### src/rtl/sensor_command_controller.sv
`default_nettype none
// ============================================================================
//  Module   : sensor_command_controller
//  Purpose  : Host command FSM for NUM_SENSORS DHT11-class channels with
//             periodic continuous monitoring, timeout and checksum checking.
//  Revision : 1.0 - initial release
// ============================================================================
module sensor_command_controller #(
  parameter int NUM_SENSORS = 32,
  parameter int TIMEOUT_CYC = 50_000_000,
  parameter int PERIOD_CYC  = 100_000_000
) (
  input  logic        clock,
  input  logic        reset_n,
  input  logic        cmd_valid,
  input  logic [7:0]  cmd_code,
  input  logic [7:0]  cmd_addr,
  output logic        cmd_ready,
  output logic        sensor_start,
  output logic [7:0]  sensor_sel,
  input  logic        sensor_done,
  input  logic        sensor_error,
  input  logic [39:0] sensor_data,
  output logic        tx_valid,
  output logic [7:0]  tx_code,
  output logic [15:0] tx_data,
  input  logic        tx_ready,
  output logic        busy
);

  localparam int MASK_W = 2 * NUM_SENSORS;
  localparam int TMR_W  = $clog2(TIMEOUT_CYC + 1);
  localparam int PER_W  = $clog2(PERIOD_CYC + 1);

  localparam logic [7:0] c_cmd_status    = 8'h01;
  localparam logic [7:0] c_cmd_read_temp = 8'h02;
  localparam logic [7:0] c_cmd_read_hum  = 8'h03;
  localparam logic [7:0] c_cmd_loop_temp = 8'h04;
  localparam logic [7:0] c_cmd_loop_hum  = 8'h05;
  localparam logic [7:0] c_cmd_stop_temp = 8'h06;
  localparam logic [7:0] c_cmd_stop_hum  = 8'h07;

  localparam logic [7:0] c_rsp_ok        = 8'h07;
  localparam logic [7:0] c_rsp_hum       = 8'h08;
  localparam logic [7:0] c_rsp_temp      = 8'h09;
  localparam logic [7:0] c_rsp_stop_temp = 8'h0A;
  localparam logic [7:0] c_rsp_stop_hum  = 8'h0B;
  localparam logic [7:0] c_rsp_fault     = 8'h1F;
  localparam logic [7:0] c_rsp_bad_cmd   = 8'hCF;
  localparam logic [7:0] c_rsp_bad_addr  = 8'hEF;

  typedef enum logic [2:0] {
    ST_IDLE  = 3'd0,
    ST_CHECK = 3'd1,
    ST_START = 3'd2,
    ST_WAIT  = 3'd3,
    ST_EVAL  = 3'd4,
    ST_SEND  = 3'd5
  } state_t;

  state_t              r_state;
  logic [7:0]          r_code;
  logic [7:0]          r_addr;
  logic [39:0]         r_data;
  logic                r_err;
  logic                r_timeout;
  logic [TMR_W-1:0]    r_wait_cnt;
  logic [PER_W-1:0]    r_period_cnt;
  logic [MASK_W-1:0]   r_loop_mask;
  logic [MASK_W-1:0]   r_pending;

  logic [8:0]          w_take_idx;
  logic [MASK_W-1:0]   w_take_onehot;
  logic [MASK_W-1:0]   w_take_clr;
  logic [MASK_W-1:0]   w_chk_onehot;
  logic [MASK_W-1:0]   w_stop_clr;
  logic [MASK_W-1:0]   w_start_set;
  logic [MASK_W-1:0]   w_mask_next;
  logic [MASK_W-1:0]   w_pend_next;
  logic                w_wrap;
  logic                w_chk_hum;
  logic                w_code_ok;
  logic                w_addr_ok;
  logic                w_cks_ok;
  logic [7:0]          w_cks_sum;

  // Mask bit 2*ch is the temperature loop, 2*ch+1 the humidity loop.
  always_comb begin
    w_take_idx = '0;
    for (int i = MASK_W - 1; i >= 0; i--) begin
      if (r_pending[i]) w_take_idx = 9'(i);
    end
  end

  assign w_take_onehot = r_pending & (~r_pending + MASK_W'(1));
  assign w_take_clr    = (r_state == ST_IDLE && !(cmd_valid && cmd_ready)) ? w_take_onehot : '0;

  assign w_code_ok    = (r_code != 8'd0) && (r_code <= 8'd7);
  assign w_addr_ok    = int'(r_addr) < NUM_SENSORS;
  assign w_chk_hum    = (r_code == c_cmd_read_hum) || (r_code == c_cmd_loop_hum) ||
                        (r_code == c_cmd_stop_hum);
  assign w_chk_onehot = MASK_W'(1) << {r_addr, w_chk_hum};

  assign w_stop_clr  = (r_state == ST_CHECK && w_code_ok && w_addr_ok &&
                        (r_code == c_cmd_stop_temp || r_code == c_cmd_stop_hum)) ? w_chk_onehot : '0;
  assign w_start_set = (r_state == ST_CHECK && w_code_ok && w_addr_ok &&
                        (r_code == c_cmd_loop_temp || r_code == c_cmd_loop_hum)) ? w_chk_onehot : '0;

  assign w_wrap      = (r_period_cnt == PER_W'(PERIOD_CYC - 1));
  assign w_mask_next = (r_loop_mask | w_start_set) & ~w_stop_clr;
  // A stop in the wrap cycle must not re-arm its own bit; a taken bit may re-arm.
  assign w_pend_next = (r_pending & ~w_take_clr & ~w_stop_clr) |
                       (w_wrap ? (r_loop_mask & ~w_stop_clr) : '0);

  assign w_cks_sum = r_data[39:32] + r_data[31:24] + r_data[23:16] + r_data[15:8];
  assign w_cks_ok  = (w_cks_sum == r_data[7:0]);

  always_ff @(posedge clock or negedge reset_n) begin
    if (!reset_n) begin
      r_state      <= ST_IDLE;
      r_code       <= '0;
      r_addr       <= '0;
      r_data       <= '0;
      r_err        <= 1'b0;
      r_timeout    <= 1'b0;
      r_wait_cnt   <= '0;
      r_period_cnt <= '0;
      r_loop_mask  <= '0;
      r_pending    <= '0;
      cmd_ready    <= 1'b0;
      sensor_start <= 1'b0;
      sensor_sel   <= '0;
      tx_valid     <= 1'b0;
      tx_code      <= '0;
      tx_data      <= '0;
      busy         <= 1'b0;
    end else begin
      r_period_cnt <= w_wrap ? '0 : r_period_cnt + PER_W'(1);
      r_loop_mask  <= w_mask_next;
      r_pending    <= w_pend_next;
      sensor_start <= 1'b0;

      case (r_state)
        ST_IDLE: begin
          if (cmd_valid && cmd_ready) begin
            r_code    <= cmd_code;
            r_addr    <= cmd_addr;
            cmd_ready <= 1'b0;
            busy      <= 1'b1;
            r_state   <= ST_CHECK;
          end else if (|r_pending) begin
            r_code       <= w_take_idx[0] ? c_cmd_read_hum : c_cmd_read_temp;
            r_addr       <= w_take_idx[8:1];
            sensor_sel   <= w_take_idx[8:1];
            sensor_start <= 1'b1;
            cmd_ready    <= 1'b0;
            busy         <= 1'b1;
            r_state      <= ST_START;
          end else begin
            cmd_ready <= 1'b1;
          end
        end

        ST_CHECK: begin
          if (!w_code_ok) begin
            tx_valid <= 1'b1;
            tx_code  <= c_rsp_bad_cmd;
            tx_data  <= '0;
            r_state  <= ST_SEND;
          end else if (!w_addr_ok) begin
            tx_valid <= 1'b1;
            tx_code  <= c_rsp_bad_addr;
            tx_data  <= {8'h00, r_addr};
            r_state  <= ST_SEND;
          end else if (r_code == c_cmd_stop_temp || r_code == c_cmd_stop_hum) begin
            tx_valid <= 1'b1;
            tx_code  <= (r_code == c_cmd_stop_temp) ? c_rsp_stop_temp : c_rsp_stop_hum;
            tx_data  <= '0;
            r_state  <= ST_SEND;
          end else begin
            sensor_sel   <= r_addr;
            sensor_start <= 1'b1;
            r_state      <= ST_START;
          end
        end

        ST_START: begin
          r_wait_cnt <= '0;
          r_state    <= ST_WAIT;
        end

        ST_WAIT: begin
          if (sensor_done) begin
            r_data    <= sensor_data;
            r_err     <= sensor_error;
            r_timeout <= 1'b0;
            r_state   <= ST_EVAL;
          end else if (r_wait_cnt == TMR_W'(TIMEOUT_CYC - 1)) begin
            r_err     <= 1'b0;
            r_timeout <= 1'b1;
            r_state   <= ST_EVAL;
          end else begin
            r_wait_cnt <= r_wait_cnt + TMR_W'(1);
          end
        end

        ST_EVAL: begin
          tx_valid <= 1'b1;
          tx_data  <= '0;
          r_state  <= ST_SEND;
          if (r_err || r_timeout || !w_cks_ok) begin
            tx_code <= c_rsp_fault;
          end else if (r_code == c_cmd_status) begin
            tx_code <= c_rsp_ok;
          end else if (w_chk_hum) begin
            tx_code <= c_rsp_hum;
            tx_data <= r_data[39:24];
          end else begin
            tx_code <= c_rsp_temp;
            tx_data <= r_data[23:8];
          end
        end

        ST_SEND: begin
          if (tx_ready) begin
            tx_valid  <= 1'b0;
            cmd_ready <= 1'b1;
            busy      <= 1'b0;
            r_state   <= ST_IDLE;
          end
        end

        default: r_state <= ST_IDLE;
      endcase
    end
  end

endmodule
`default_nettype wire

### config.mk
export PLATFORM = sky130hd
export DESIGN_NAME = sensor_command_controller
export DESIGN_NICKNAME = d
export VERILOG_FILES = /design/src/rtl/sensor_command_controller.sv
export SDC_FILE = /design/constraint.sdc
export NUM_CORES = 1
export LEC_CHECK = 0
export BUFFER_PORTS_ARGS = -buffer_cell sky130_fd_sc_hd__buf_2
export CORE_MARGIN = 1
export CORE_UTILIZATION = 40
export DETAILED_ROUTE_END_ITERATION = 8
export GPL_TIMING_DRIVEN = 0
export PLACE_DENSITY = 0.66
export SLEW_MARGIN = 15
export SYNTH_ARGS = -nofsm -noshare
export SYNTH_HDL_FRONTEND = slang
export SYNTH_SLANG_ARGS = --single-unit
### constraint.sdc
create_clock -name clock -period 5.4 [get_ports clock]
set_clock_uncertainty 0.15 [all_clocks]
set_input_delay 1.62 -clock clock [delete_from_list [all_inputs] [get_ports clock]]
set_output_delay 1.62 -clock clock [all_outputs]
set_load 0.01 [all_outputs]
---- Word-level counts from Yosys, hierarchy flattened ----
Index checks and enable logic that the tools add are counted.
storage, ports and cells
  bits in registers ....................... 278
  input port bits ......................... 62
  logic and storage cells ................. 224
operators by class
  add/sub/neg operators ................... 6
  $lt $le $gt $ge ......................... 2
  equality and inequality tests ........... 25
  shift operators ......................... 1
  mux-type cells .......................... 128
  bitwise logic cells ..................... 10
  reduce and logical (&&, ||, !) cells .... 35
operators with widths
  operator                                                             count
  9-bit two-way mux                                                    62
  64-bit bitwise AND                                                   5
  64-bit two-way mux                                                   4
  64-bit inverter                                                      3
  64-bit OR                                                            2
  16-bit two-way mux                                                   6
  8-bit two-way mux                                                    11
  64-bit by 1-bit adder with 64-bit output (second input constant)     1
  64-bit OR reduction                                                  1
  1-bit by 9-bit << shifter with 64-bit output (first input constant)  1
  26-bit two-way mux                                                   2
  26-bit case mux with 2 select lines                                  1
  8-bit by 3-bit == test with 1-bit output (second input constant)     4
  16-bit case mux with 2 select lines                                  1
  8-bit case mux with 2 select lines                                   2
  27-bit by 1-bit adder with 27-bit output (second input constant)     1
  27-bit == test (second input constant)                               1
  27-bit two-way mux                                                   1
  26-bit by 1-bit adder with 26-bit output (second input constant)     1
  26-bit == test (second input constant)                               1
  8-bit adder                                                          3
  3-bit two-way mux                                                    8
  1-bit two-way mux                                                    21
  3-bit case mux with 6 select lines                                   1
  28 further kinds                                                     63

---- Logic depth before layout (Yosys ltp) ----
  depth in word-level cells ............... 67
  gate-level depth with buffers ........... 14
  depth with buffers taken out ............ 12

---- Least setup slack after synthesis ----
OpenSTA, ideal clock, no wires.
  path type ............................... register -> register
  start ................................... register r_data[9]
  end ..................................... register tx_data[7]
  library setup time ...................... 0.095 ns
  arrival time ............................ 3.667 ns
  setup slack ............................. 1.487 ns
  cell stages (with the launch flop) ...... 14
  path buffers ............................ 2
  cells stage by stage .................... dfrtp_1 fa_1 fa_1 ha_1 inv_1 fa_1 xor2_1 nand2_1 nor4_1 o211ai_1 or4_1 clkbuf_1 clkbuf_1 o31ai_1
between the ends
  longest elaborated chain between the ends .. 6
ends and longest elaborated chain
  what                                 line  text
  start, declared                      64    logic [39:0] r_data;
  start signal, assigned               194   r_data <= sensor_data;
  8-bit adder                          115   assign w_cks_sum = r_data[39:32] + r_data[31:24] + r_data[23:16] + r_data[15:8];
  8-bit == test                        116   assign w_cks_ok = (w_cks_sum == r_data[7:0]);
  1-bit logical NOT                    211   if (r_err || r_timeout || !w_cks_ok) begin
  1-bit logical OR                     211
  16-bit two-way mux                   211
  16-bit case mux with 2 select lines  143   case (r_state)
  end signal, assigned                 173   tx_data <= {8'h00, r_addr};
  end signal, assigned                 217   tx_data <= r_data[39:24];
  end signal, assigned                 220   tx_data <= r_data[23:8];
  end, declared                        26    output logic [15:0] tx_data,
No other way between the ends.
A chain may end at the register's enable or synchronous reset.

---- Worst setup path after layout ----
Ends and elaborated chain as after synthesis.

==> results.toml <==
[placed_design]
numPortBuffers = 97
dp.cells = 1919
place_congestion = 0.963
dpl_worst_slack_ns = 0.861
dp_hpwl_mm = 26.8

[floorplan]
die_y_um = 186
initial_core_util_pct = 40.6
dieArea_um2 = 34700
row_count = 67
core_um2 = 33400
die_x_um = 186
io_pins = 98

[power]
ir_drop_v = 0.000454
power_mw = 8.49
power_leakage_nw = 6.80
p_per_area_nw_per_um2 = 539

[synth]
synth_edf_count = 0
syn_area_um2 = 13600
ys_ff_latch = 277
seq_area_frac_synth_pct = 51.1
synth-async-reset-ratio_pct = 100
syn_nets = 1456
yosysWarnings = 0
synth_cells = 1371
ys_types = 66
ys.flop_type = "dfrtp_1"
syn_avg_cell_area_um2 = 9.90

[clock_tree]
clockBufferDepth = 3
cts_setup_buffers = 0
cts.reportedPaths.clkPinSlew_ns = 0.06
post_cts_resize_count = 0
clock-sinks = 277
insertion_delay_ns = 0.58
htreeDepth = 1
clockRootBuffer = "clkbuf_16"
cts_tree = "done"
hold_buffers = 0
cts_buffers = 31

[worst_setup_path]
r2r_slack_ns = 0.78
path_class = "reg -> reg"
cp-end-kind = "flop"
cp-start-kind = "flop"
reg2reg_depth = 13
crit_fanout = 10
crit_top_cell = "fa_1"
regToRegStartpoint = "r_data[9]"
cp_slowest_cell = "fa_1"
path_cells = "fa_1, fa_1, ha_1, inv_1, fa_1, xor2_1, nand2_1, nor4_1, o211ai_1, or4_1, clkbuf_1, clkbuf_1, o31ai_1"
crit_arrival_ns = 4.95
crit_start = "r_data[9]"
r2r-end = "tx_data[7]"
max_stage_delay_ns = 0.52
worstPathRequired_ns = 5.73

[drt]
first_pass_iters = 5
drt-total-wl_mm = 38.0
viasPerCell = 5.72
remaining_drc_errors = 0
drt-wirelength-per-cell_um = 19.3
via_count = 11300
ant_nets = 0
drt_iter0_drc = 1120

[timing]
fin_tns_setup_ns = 0
fmax_ghz = 0.216
finalCritPeriodShare_pct = 85.6
fin_ws_ns = 0.778
finalSetupViolCount = 0
drv_slew = 0
hold_viol = 0
relSlewSlack_pct = 27.3
layout_min_cycle_time_ns = 4.62
worst_pin_slew_ns = 1.08
rsz0062_at_grt = "false"

[cells_and_area]
synthToLayoutAreaGrowth_pct = 16.2
drive_gt1_share_pct = 14.2
nFillCells = 3131
diodes = 0
fin_nets = 1589
final_cells = 1974
final_util_pct = 47.1

[worst_hold_path]
hold_path.class = "reg -> reg"
hp-start = "r_period_cnt[0]"
min_path_cells = 1
min_to = "r_period_cnt[0]"

[grt]
grt_pass1_vias = 10800
grt_pass1_wl_mm = 59.5
grt_max_degree = 104
grt-ovfl-total = 0
antenna_found_initial = 0
grt_usage_pct = 21.9

[run_status]
status = "completed"

[run]
cap_viol_max_count = 0
-- kinds of logic (layout without fill, tap and decap cells) --
| kind of cell | count (synthesis) | in the layout | synth area share [%] |
|---|---|---|---|
| compound gates | 406 | 406 | 18.1 |
| xor+xnor | 63 | 63 | 4.07 |
| buf+inv | 92 | 247 | 2.76 |
| mux | 61 | 61 | 4.88 |
| fa+ha+maj | 23 | 23 | 2.90 |
| simple gates | 449 | 449 | 16.2 |
| flops | 277 | 277 | 51.1 |
-- where the power goes --
part	switching, mW	total, mW	internal (mW)
clock network	0.847	2.11	1.27
logic	2.08	3.54	1.46
registers	0.391	2.84	2.45
total	3.31	8.49	5.18
-- metrics by stage --
| stage | hold WS, ns | instance area (µm²) |
|---|---|---|
| floorplan | 0.275 | 13600 |
| global placement | 0.298 | 14600 |
| detailed placement | 0.300 | 14700 |
| CTS | 0.312 | 15800 |
| global route | 0.349 | 15800 |
| finish | 0.316 | 15800 |
-- worst max-delay path, delay by kind of cell, from the launching register on --
| kind | cells | cell delay, ns |
|---|---|---|
| AO/OA/AOI/OAI | 2 | 0.53 |
| XOR/XNOR | 1 | 0.15 |
| adder cells (fa/ha/maj) | 4 | 1.72 |
| buffers and inverters | 3 | 0.62 |
| flip-flops | 1 | 0.41 |
| AND/OR/NAND/NOR | 3 | 0.93 |
-- flip-flops by register name (all words and copies together), names as in the netlist, 3 cells and up --
signal and cells:
r_addr 8, r_code 8, r_data 40, r_loop_mask 64, r_pending 64, r_period_cnt 27, r_state 3, r_wait_cnt 26
sensor_sel 8, tx_code 7, tx_data 16
-- layout by cell type (no fill, tap or decap), drive strengths merged, types with 14 or more instances in the layout --
cell    synthesis  routed
buf            10     110
mux2i          20      20
fa             14      14
o21ai          62      62
mux2           41      41
xnor2          38      38
a21oi         211     211
inv            26      27
and3           23      23
o31ai          16      16
nand3          48      48
nand2         106     106
nor3           31      31
nor2          127     127
dfrtp         277     277
clkbuf         56     107
a22oi          56      56
or4            15      15
xor2           25      25
nor4           29      29
-- how the worst max path moves through the flow --
stage | endpoint | cells past startpoint | slack [ns]
final | tx_data[7] | 13 | 0.78
after detailed placement | tx_data[7] | 13 | 0.86
after global routing | tx_data[7] | 13 | 0.57
after global placement | r_loop_mask[21] | 1 | -2.56
after floorplan | tx_data[7] | 13 | 1.49
after CTS | tx_data[7] | 13 | 0.81
-- cells in the mapped netlist, types with 3 or more instances --
| cell | n | area share (%) |
|---|---|---|
| a2111oi_0 | 3 | 0.19 |
| a211oi_1 | 4 | 0.22 |
| a21oi_1 | 210 | 7.7 |
| a221oi_1 | 3 | 0.19 |
| a22o_1 | 11 | 0.71 |
| a22oi_1 | 56 | 3.1 |
| a31oi_1 | 7 | 0.32 |
| and2_1 | 10 | 0.46 |
| and3_1 | 23 | 1.1 |
| buf_2 | 5 | 0.18 |
| clkbuf_1 | 56 | 1.5 |
| dfrtp_1 | 277 | 51 |
| fa_1 | 14 | 2.1 |
| ha_1 | 9 | 0.83 |
| inv_1 | 26 | 0.72 |
| mux2_2 | 41 | 3.4 |
| mux2i_1 | 20 | 1.5 |
| nand2_1 | 106 | 2.9 |
| nand2b_1 | 8 | 0.37 |
| nand3_1 | 48 | 1.8 |
| nand3b_1 | 4 | 0.22 |
| nand4_1 | 13 | 0.60 |
| nor2_1 | 127 | 3.5 |
| nor2b_1 | 6 | 0.28 |
| nor3_1 | 31 | 1.1 |
| nor4_1 | 27 | 1.2 |
| o211ai_1 | 7 | 0.39 |
| o21ai_0 | 58 | 2.1 |
| o31a_1 | 4 | 0.26 |
| o31ai_1 | 16 | 0.89 |
| o41ai_1 | 5 | 0.32 |
| or2_2 | 5 | 0.23 |
| or3_1 | 12 | 0.55 |
| or4_1 | 15 | 0.83 |
| xnor2_1 | 38 | 2.5 |
| xor2_1 | 25 | 1.6 |
-- routing by layer --
metal	up-vias	routed length, µm	global-route usage (%)
li1	5242	-	-
met1	5581	17000	31.1
met2	384	17600	34.7
met3	78	2190	2.39
met4	0	1250	7.97
met5	-	0	0
-- final cells by class --
cell class | instances | area, µm² | share of cell area (%)
sequential | 277 | 6930 | 44.0
multi-input combinational | 1002 | 6270 | 39.8
clock buffer | 51 | 1010 | 6.41
timing repair buffer | 100 | 578 | 3.67
tap | 448 | 561 | 3.56
buffer | 66 | 277 | 1.75
inverter | 26 | 97.6 | 0.619
clock inverter | 4 | 37.5 | 0.238
Power figures use the tool's default switching activity.
